File: config.mk
export PLATFORM = sky130hd
export DESIGN_NAME = clock_enable_divider_multi
export DESIGN_NICKNAME = d
export VERILOG_FILES = /design/src/rtl/clock_enable_divider_multi.sv
export SDC_FILE = /design/constraint.sdc
export NUM_CORES = 1
export LEC_CHECK = 0
export CORE_ASPECT_RATIO = 0.8
export CORE_MARGIN = 8
export CORE_UTILIZATION = 55
export CTS_BUF_LIST = sky130_fd_sc_hd__clkbuf_2
export CTS_CLUSTER_DIAMETER = 100
export CTS_CLUSTER_SIZE = 20
export DETAILED_ROUTE_END_ITERATION = 7
export GPL_TIMING_DRIVEN = 0
export PLACE_DENSITY = 0.72
export SLEW_MARGIN = 20
export SYNTH_ARGS = -nofsm -noshare
export SYNTH_HDL_FRONTEND = slang
export SYNTH_SLANG_ARGS = --single-unit
File: constraint.sdc
create_clock -name i_clk_mhz -period 5.2 [get_ports i_clk_mhz]
set_input_delay 1.3 -clock i_clk_mhz [delete_from_list [all_inputs] [get_ports i_clk_mhz]]
set_output_delay 1.3 -clock i_clk_mhz [all_outputs]
set_load 0.02 [all_outputs]
File: src/rtl/clock_enable_divider_multi.sv
// Multi-channel clock-enable divider: each channel divides i_ce_mhz by its own
// programmable divisor, with shadow reload applied on wrap or while disabled.
module clock_enable_divider_multi #(
    parameter int par_channels    = 4,
    parameter int par_div_width   = 16,
    parameter int par_div_default = 1000,
    localparam int sel_width      = (par_channels > 1) ? $clog2(par_channels) : 1
) (
    input  logic                     i_clk_mhz,
    input  logic                     i_rst_mhz,
    input  logic                     i_ce_mhz,
    input  logic [par_channels-1:0]  i_ch_enable,
    input  logic [par_channels-1:0]  i_oneshot,
    input  logic                     i_div_load,
    input  logic [sel_width-1:0]     i_div_sel,
    input  logic [par_div_width-1:0] i_div_value,
    output logic [par_channels-1:0]  o_ce_div,
    output logic [par_channels-1:0]  o_done,
    output logic [par_channels-1:0]  o_load_pending
);

    localparam logic [par_div_width-1:0] div_reset = par_div_width'(par_div_default);

    logic [par_div_width-1:0] cnt_q     [par_channels];
    logic [par_div_width-1:0] div_act_q [par_channels];
    logic [par_div_width-1:0] div_shd_q [par_channels];
    logic [par_div_width-1:0] term_cnt  [par_channels];
    logic [par_channels-1:0]  ce_q;
    logic [par_channels-1:0]  done_q;
    logic [par_channels-1:0]  pend_q;
    logic [par_channels-1:0]  hold;
    logic [par_channels-1:0]  wrap;
    logic [par_channels-1:0]  apply;
    logic [par_channels-1:0]  load_hit;

    // Divisors 0 and 1 share a terminal count of 0, i.e. a pulse on every source CE.
    always_comb begin
        for (int ch = 0; ch < par_channels; ch++) begin
            term_cnt[ch] = '0;
            if (div_act_q[ch] > par_div_width'(1))
                term_cnt[ch] = div_act_q[ch] - par_div_width'(1);
            hold[ch]     = i_oneshot[ch] & done_q[ch];
            wrap[ch]     = i_ch_enable[ch] & ~hold[ch] & i_ce_mhz & (cnt_q[ch] == term_cnt[ch]);
            apply[ch]    = wrap[ch] | ~i_ch_enable[ch];
            load_hit[ch] = i_div_load & (int'(i_div_sel) == ch);
        end
    end

    always_ff @(posedge i_clk_mhz) begin
        if (i_rst_mhz) begin
            ce_q   <= '0;
            done_q <= '0;
            pend_q <= '0;
            for (int ch = 0; ch < par_channels; ch++) begin
                cnt_q[ch]     <= '0;
                div_act_q[ch] <= div_reset;
                div_shd_q[ch] <= div_reset;
            end
        end else begin
            for (int ch = 0; ch < par_channels; ch++) begin
                if (!i_ch_enable[ch]) begin
                    cnt_q[ch]  <= '0;
                    ce_q[ch]   <= 1'b0;
                    done_q[ch] <= 1'b0;
                end else if (hold[ch]) begin
                    ce_q[ch] <= 1'b0;
                end else if (wrap[ch]) begin
                    cnt_q[ch] <= '0;
                    ce_q[ch]  <= 1'b1;
                    if (i_oneshot[ch])
                        done_q[ch] <= 1'b1;
                end else if (i_ce_mhz) begin
                    cnt_q[ch] <= cnt_q[ch] + par_div_width'(1);
                    ce_q[ch]  <= 1'b0;
                end else begin
                    ce_q[ch] <= 1'b0;
                end

                // Apply reads the shadow before a same-cycle load overwrites it.
                if (apply[ch])
                    div_act_q[ch] <= div_shd_q[ch];
                if (load_hit[ch]) begin
                    div_shd_q[ch] <= i_div_value;
                    pend_q[ch]    <= 1'b1;
                end else if (apply[ch]) begin
                    pend_q[ch] <= 1'b0;
                end
            end
        end
    end

    assign o_ce_div       = ce_q;
    assign o_done         = done_q;
    assign o_load_pending = pend_q;

endmodule

==> flow_summary.yaml <==
grt:
  grt-ovfl-total: 0
  globalRouteTotalUtil_pct: 21.4
  grt_pass1_vias: 9179
  antenna_found_initial: 4
  grt_pass1_wl_mm: 48.2
  grt_max_degree: 22
route:
  wl_per_cell_um: 18.8
  dr.first_iter.drc_count: 894
  ant_nets: 0
  drc: 0
  wl_mm: 30.5
  via_per_inst: 6.11
  dr.pass1.iters: 5
  route.vias.total: 9944
synthesis:
  syn_inst: 1254
  synth_top_family_by_area: "simple AND/OR/NAND/NOR gates"
  yosys.area.top_type: "edfxtp_1"
  synth_simple_gate_area_share_pct: 26.5
  async_flop_share_pct: 0
  synth_common_cells: "edfxtp_1 (192), nor2_1 (108), and2_1 (85)"
  syn_area_sq_um: 12600
  syn_nets: 1296
  synth_most_common_cell: "edfxtp_1"
  netlist.area_leader.share_pct: 45.6
  synth_edf_count: 192
  synth_mux_area_share_pct: 0.743
  ys_warn_count: 0
  ys.flop_type: "edfxtp_1"
  synth_area_leaders: "edfxtp_1 (46%), xnor2_1 (5.1%), and2_1 (4.2%), nor2_1 (3.2%), xor2_1 (2.8%)"
  yosys.area_share.adder_pct: 1.19
  synth_xor_area_share_pct: 8.64
  ys_ff_latch: 204
  yosysSeqAreaShare_pct: 47.5
  synth_cell_types: 92
  synth_compound_area_share_pct: 11.8
  avgSynthCellArea_sq_um: 10.1
critical_path:
  cpMaxStageDelayCell: "o31ai_4"
  critPathArrivalTime_ns: 4.96
  critPathLaunchType: "register"
  r2r_slack_ns: 0.60
  required_ns: 5.56
  crit_path_max_fanout: 16
  critPathLaunch: "div_act_q[1][0]"
  crit_chain: "inv_1 -> ha_1 -> clkbuf_1 -> nor2_1 -> nor4_1 -> nand2_1 -> a211o_1 -> a211oi_1 -> nand4_1 -> o31ai_4"
  crit_path_max_incr_delay_ns: 0.79
  endpoint_kind: "register"
  r2r-start: "div_act_q[1][0]"
  path_class: "register to register"
  reg2regPathDepth: 10
  r2r_end: "div_act_q[1][13]"
floorplan:
  io_pins: 42
  die-area_sq_um: 28100
  start_util_pct: 56.2
  die_y_um: 152
  core_sq_um: 22500
  die_w_um: 185
  num_rows: 49
clocking:
  clock-root-buffer: "clkbuf_2"
  cts-resized-gates: 0
  clockBufferDepth: 3
  postCtsHoldBufs: 0
  tritoncts: "done"
  cts_setup_buffers: 0
  clock_sinks: 204
  clk_latency_ns: 0.82
  path_clk_slew_ns: 0.36
  cts_inserted_buffers: 14
  cts_htree_levels: 1
placed_design:
  numPortBuffers: 41
  gp_congestion: 0.932
  dp_hpwl_mm: 22.8
  place_area_sq_um: 13500
timing:
  period_share_pct: 88.5
  fin_tns_setup_ns: 0
  finalHoldViolCount: 0
  fmax_ghz: 0.217
  min_period_ns: 4.60
  final-setup-viol-count: 0
  drv_slew: 0
  rsz0062_at_grt: "false"
  fin_skew_ns: 0.133
  tightest_slew_ns: 0.968
  maxSlewHeadroom_pct: 34.9
layout:
  final_layout_size_suffix_gt1_share_pct: 5.31
  final_nets: 1353
  finish.instance_area_sq_um: 13600
  area_growth_pct: 7.66
pwr:
  power_mw: 3.11
  peakVddDrop_v: 0.000188
  p_leak_nw: 4.34
  power_density_nw_per_um2: 228
status:
  status: "finished, final reports clean"
flow_run:
  maxCapViolCount: 0
min_path:
  min_to: "o_done[2]"
  whs_path_depth: 2
  hold_class: "register to register"
  hold_start: "o_done[2]"
==> layout make-up <==
class	instances	area [sq um]
Clock inverter	1	16.3
Multi-Input combinational cell	940	6210
Timing Repair Buffer	41	410
Buffer	68	298
Clock buffer	23	115
Tap cell	306	383
Antenna cell	2	5.00
Inverter	42	158
Fill cell	1959	8900
Sequential cell	204	6010
==> metal layers <==
metal	global-route usage, %	share of wire (%)	routed length, um	vias up
met5	0	0	0	-
met3	2.98	6.7	2040	31
li1	-	-	-	4772
met4	4.23	1.3	395	0
met1	32.0	48	14700	4816
met2	32.6	44	13400	325
==> how the worst max path moves through the flow <==
stage	cells after the start	slack (ns)	end
floorplan	10	0.89	div_act_q[1][0]
global placement	7	-0.66	div_act_q[1][12]
detailed placement	7	0.31	div_act_q[1][12]
CTS	10	0.69	div_act_q[1][13]
global route	10	0.35	div_act_q[1][15]
finish	10	0.60	div_act_q[1][13]
==> per-stage QoR <==
step | hold slack [ns] | setup slack (ns) | util (%) | instances
finish | 0.475 | 0.597 | 60.5 | 1627
global route | 0.508 | 0.346 | 60.5 | 1627
CTS | 0.480 | 0.692 | 60.4 | 1625
detailed placement | 0.454 | 0.306 | 59.8 | 1601
global placement | 0.444 | -0.658 | 59.7 | 1601
floorplan | 0.477 | 0.889 | - | 1254
==> placed cells by master, fill, tap and decap left out, types with 6 or more instances in the layout <==
master and n:
or3_1 26, nand2_1 68, nand4_1 24, xnor2_1 73
and3_1 18, dfxtp_1 12, o21ai_0 33, clkbuf_1 53
inv_1 42, nand3_1 52, a21oi_1 28, a2111oi_0 7
or4_1 14, nor4_1 28, mux2i_1 6, a211oi_1 10
a31oi_1 10, buf_2 10, nor2_1 108, ha_1 12
nand2b_1 47, o31ai_1 10, nor2b_1 15, clkdlybuf4s50_1 41
nor3_1 62, a211o_1 8, edfxtp_1 192, a32oi_1 6
nor4b_1 6, clkbuf_2 23, and2_1 85, xor2_1 41
==> worst max-delay path, delay by kind of cell, from the launching register on <==
family / cells / cell delay [ns]
AO/OA/AOI/OAI: 3 / 1.52
AND/OR/NAND/NOR: 4 / 1.49
flip-flops: 1 / 0.56
buffers and inverters: 2 / 0.45
adder cells (fa/ha/maj): 1 / 0.15
==> where the power goes <==
part           switching (mW)  internal (mW)
Clock                   0.527          0.121
Sequential             0.0778           1.90
Combinational           0.292          0.190
==> cells by family after synthesis <==
family	count (synthesis)
AO/OA/AOI/OAI	199
XOR/XNOR	118
adder cells (fa/ha/maj)	12
buffers and inverters	110
flip-flops	204
multiplexers	9
AND/OR/NAND/NOR	602
==> state kept, by name (all words and copies together) (netlist names) <==
register	count
div_shd_q	64
cnt_q	64
o_done	4
o_ce_div	4
div_act_q	64
o_load_pending	4
(Power assumes the default switching activity.)
==> patch: new RTL, config.mk and constraints unchanged <==
Register the output `o_done` once more, with the module's reset; this adds one clock of latency there. The other outputs are not delayed to match.
--- a/src/rtl/clock_enable_divider_multi.sv
+++ b/src/rtl/clock_enable_divider_multi.sv
@@ -91,5 +91,11 @@
 
     assign o_ce_div       = ce_q;
-    assign o_done         = done_q;
+    always_ff @(posedge i_clk_mhz) begin
+        if (i_rst_mhz) begin
+            o_done <= '0;
+        end else begin
+            o_done <= done_q;
+        end
+    end
     assign o_load_pending = pend_q;
 
Check against the original RTL: not equivalent (Yosys sat finds a counterexample within 4 cycles, from zero or initial values and one cycle with i_rst_mhz high).
==> patch against the unedited design <==
Combinational power shrank 4.4%. Non-clock buffer count grew 10. Routed wire length shrank 2.3%. Sequential cell count grew 4. Cell area shrank 0.13%. Largest cell class unchanged. Setup slack lost 0.037 ns. Maximum frequency shrank 0.80%. Final cell count shrank 1.2%. Synthesized area shrank 0.44%. Critical path depth grew 3. Total power shrank 0.40%.
==> patch: results (changes against the unedited design) <==
| Metric | Value |
|---|---|
| Post-DR wirelength/cell | `18.5 um (-1.2%)` |
| Clk slew on worst S/H paths | `0.41 ns (+0.05 ns)` |
| Worst-path maximum fanout | `10 (-6)` |
| Final Wtd Congestion | `0.927 (-0.62%)` |
| Yosys cell types | `82 (-11%)` |
| Final net count | `1,335 (-1.3%)` |
| Status | `complete, no violations` |
| Antenna violations before repair | `3 (-1)` |
| DP Wirelength | `22,200 um (-2.6%)` |
| GRT Overall Usage | `21.0% (-0.34 points)` |
| Sequential fraction of the synthesis area | `48.4% (+0.84 points)` |
| Clock Skew | `0.0712 ns (-0.0620 ns)` |
| Relative slew slack | `32.3% (-2.6 points)` |
| Leakage power total | `0.00445 uW (+2.6%)` |
| Clk_lat worst skew | `0.80 ns (-0.02 ns)` |
| Share of post-route cells with drive strength above 1 | `5.62% (+0.31 points)` |
| Critical Path AT | `5.19 ns (+0.23 ns)` |
| DP Worst Slack | `0.573 ns (+0.268 ns)` |
| Initial DRC Count | `893 (-0.11%)` |
| Worst VDD drop | `197 uV (+4.9%)` |
| Most frequent cells after synthesis | `edfxtp_1 (192), nor2_1 (95), nor3_1 (83)` |
| Share of the synthesized area in the top cell type | `45.8% (+0.20 points)` |
| Power Internal | `2230 uW (+1.1%)` |
| Root Buffer | `clkbuf_2` |
| Most area-consuming cells after synthesis | `edfxtp_1 (46%), xnor2_1 (4.1%), xor2_1 (3.9%)` |
| Vias | `9,829 (-1.2%)` |
| Vias in the first global route | `8,960 (-2.4%)` |
| First-pass GRT wire length | `47,100 um (-2.2%)` |
==> patch: changes by cell type after synthesis, moves of 13 or more <==
cell     unedited run  this run
inv_1              42        29
nand2_1            68        81
nor3_1             63        83
xnor2_1            73        59
xor2_1             41        56
nor2_1            108        95
==> patch: logic make-up (layout without fill, tap and decap cells) <==
group / Yosys count / after routing / synth area share [%]
other cells: 0 / 2 / 0
fa+ha+maj: 12 / 12 / 1.19
flops: 208 / 208 / 48.4
mux: 5 / 5 / 0.408
compound gates: 174 / 174 / 10.7
simple gates: 607 / 607 / 26.8
buf+inv: 104 / 172 / 3.24
xor+xnor: 122 / 122 / 9.28
==> patch: worst paths after layout <==
| path | depth (start not counted) | to | start | slack (ns) |
|---|---|---|---|---|
| setup / recovery | 13 | cnt_q[0][10] | div_act_q[0][0] | 0.56 |
| hold / removal | 1 | o_done[3] | done_q[3] | 0.45 |
| setup reg to reg | 13 | cnt_q[0][10] | div_act_q[0][0] | 0.56 |
| hold reg to reg | 1 | o_done[3] | done_q[3] | 0.45 |
==> patch: per-stage QoR <==
stage / std cells / area (um2)
2_1_floorplan: 1232 / 12600
3_3_place_gp: 1579 / 13400
3_5_place_dp: 1583 / 13400
4_1_cts: 1606 / 13600
5_1_grt: 1608 / 13600
6_report: 1608 / 13600
==> patch: worst max-delay path: stages, from the launching register on <==
cell and delay [ns]:
edfxtp_1 0.48, clkbuf_1 0.23, inv_1 0.10, ha_1 0.15, clkbuf_1 0.32, or3b_2 0.52
nor3_1 0.22, xnor2_1 0.17, or4b_2 0.60, o311ai_0 0.23, a41oi_1 0.54, nand3_1 0.47
buf_2 0.29, nor2_1 0.07
==> patch: layout make-up <==
| class | count | area, um2 |
|---|---|---|
| antenna | 2 | 5.00 |
| buffer | 74 | 295 |
| clock buffer | 22 | 110 |
| clock inverter | 1 | 16.3 |
| fill | 1935 | 8850 |
| inverter | 30 | 113 |
| multi-input combinational | 920 | 6120 |
| sequential | 208 | 6090 |
| tap | 306 | 383 |
| timing repair buffer | 45 | 455 |
==> patch: metal layers <==
layer	wire (um)	vias to the layer above	track usage [%]	share of wire, %
li1	-	4721	-	-
met1	14000	4746	30.9	47
met2	13300	322	32.4	45
met3	1930	40	2.83	6.5
met4	620	0	5.35	2.1
met5	0	-	0	0
==> patch: power by group through the flow <==
stage / clock network, uW / logic [uW] / registers (uW)
after floorplan: 0 / 322 / 2020
after global placement: 0 / 438 / 2040
after detailed placement: 0 / 453 / 2040
after CTS: 642 / 456 / 2000
after global routing: 696 / 505 / 2020
final: 627 / 461 / 2010
==> patch: timing repair <==
item	in CTS	in global routing
endpoints found under the hold margin	0	0
endpoints found under the setup margin	0	1
resized for setup	0	1
hold buffers	0	0
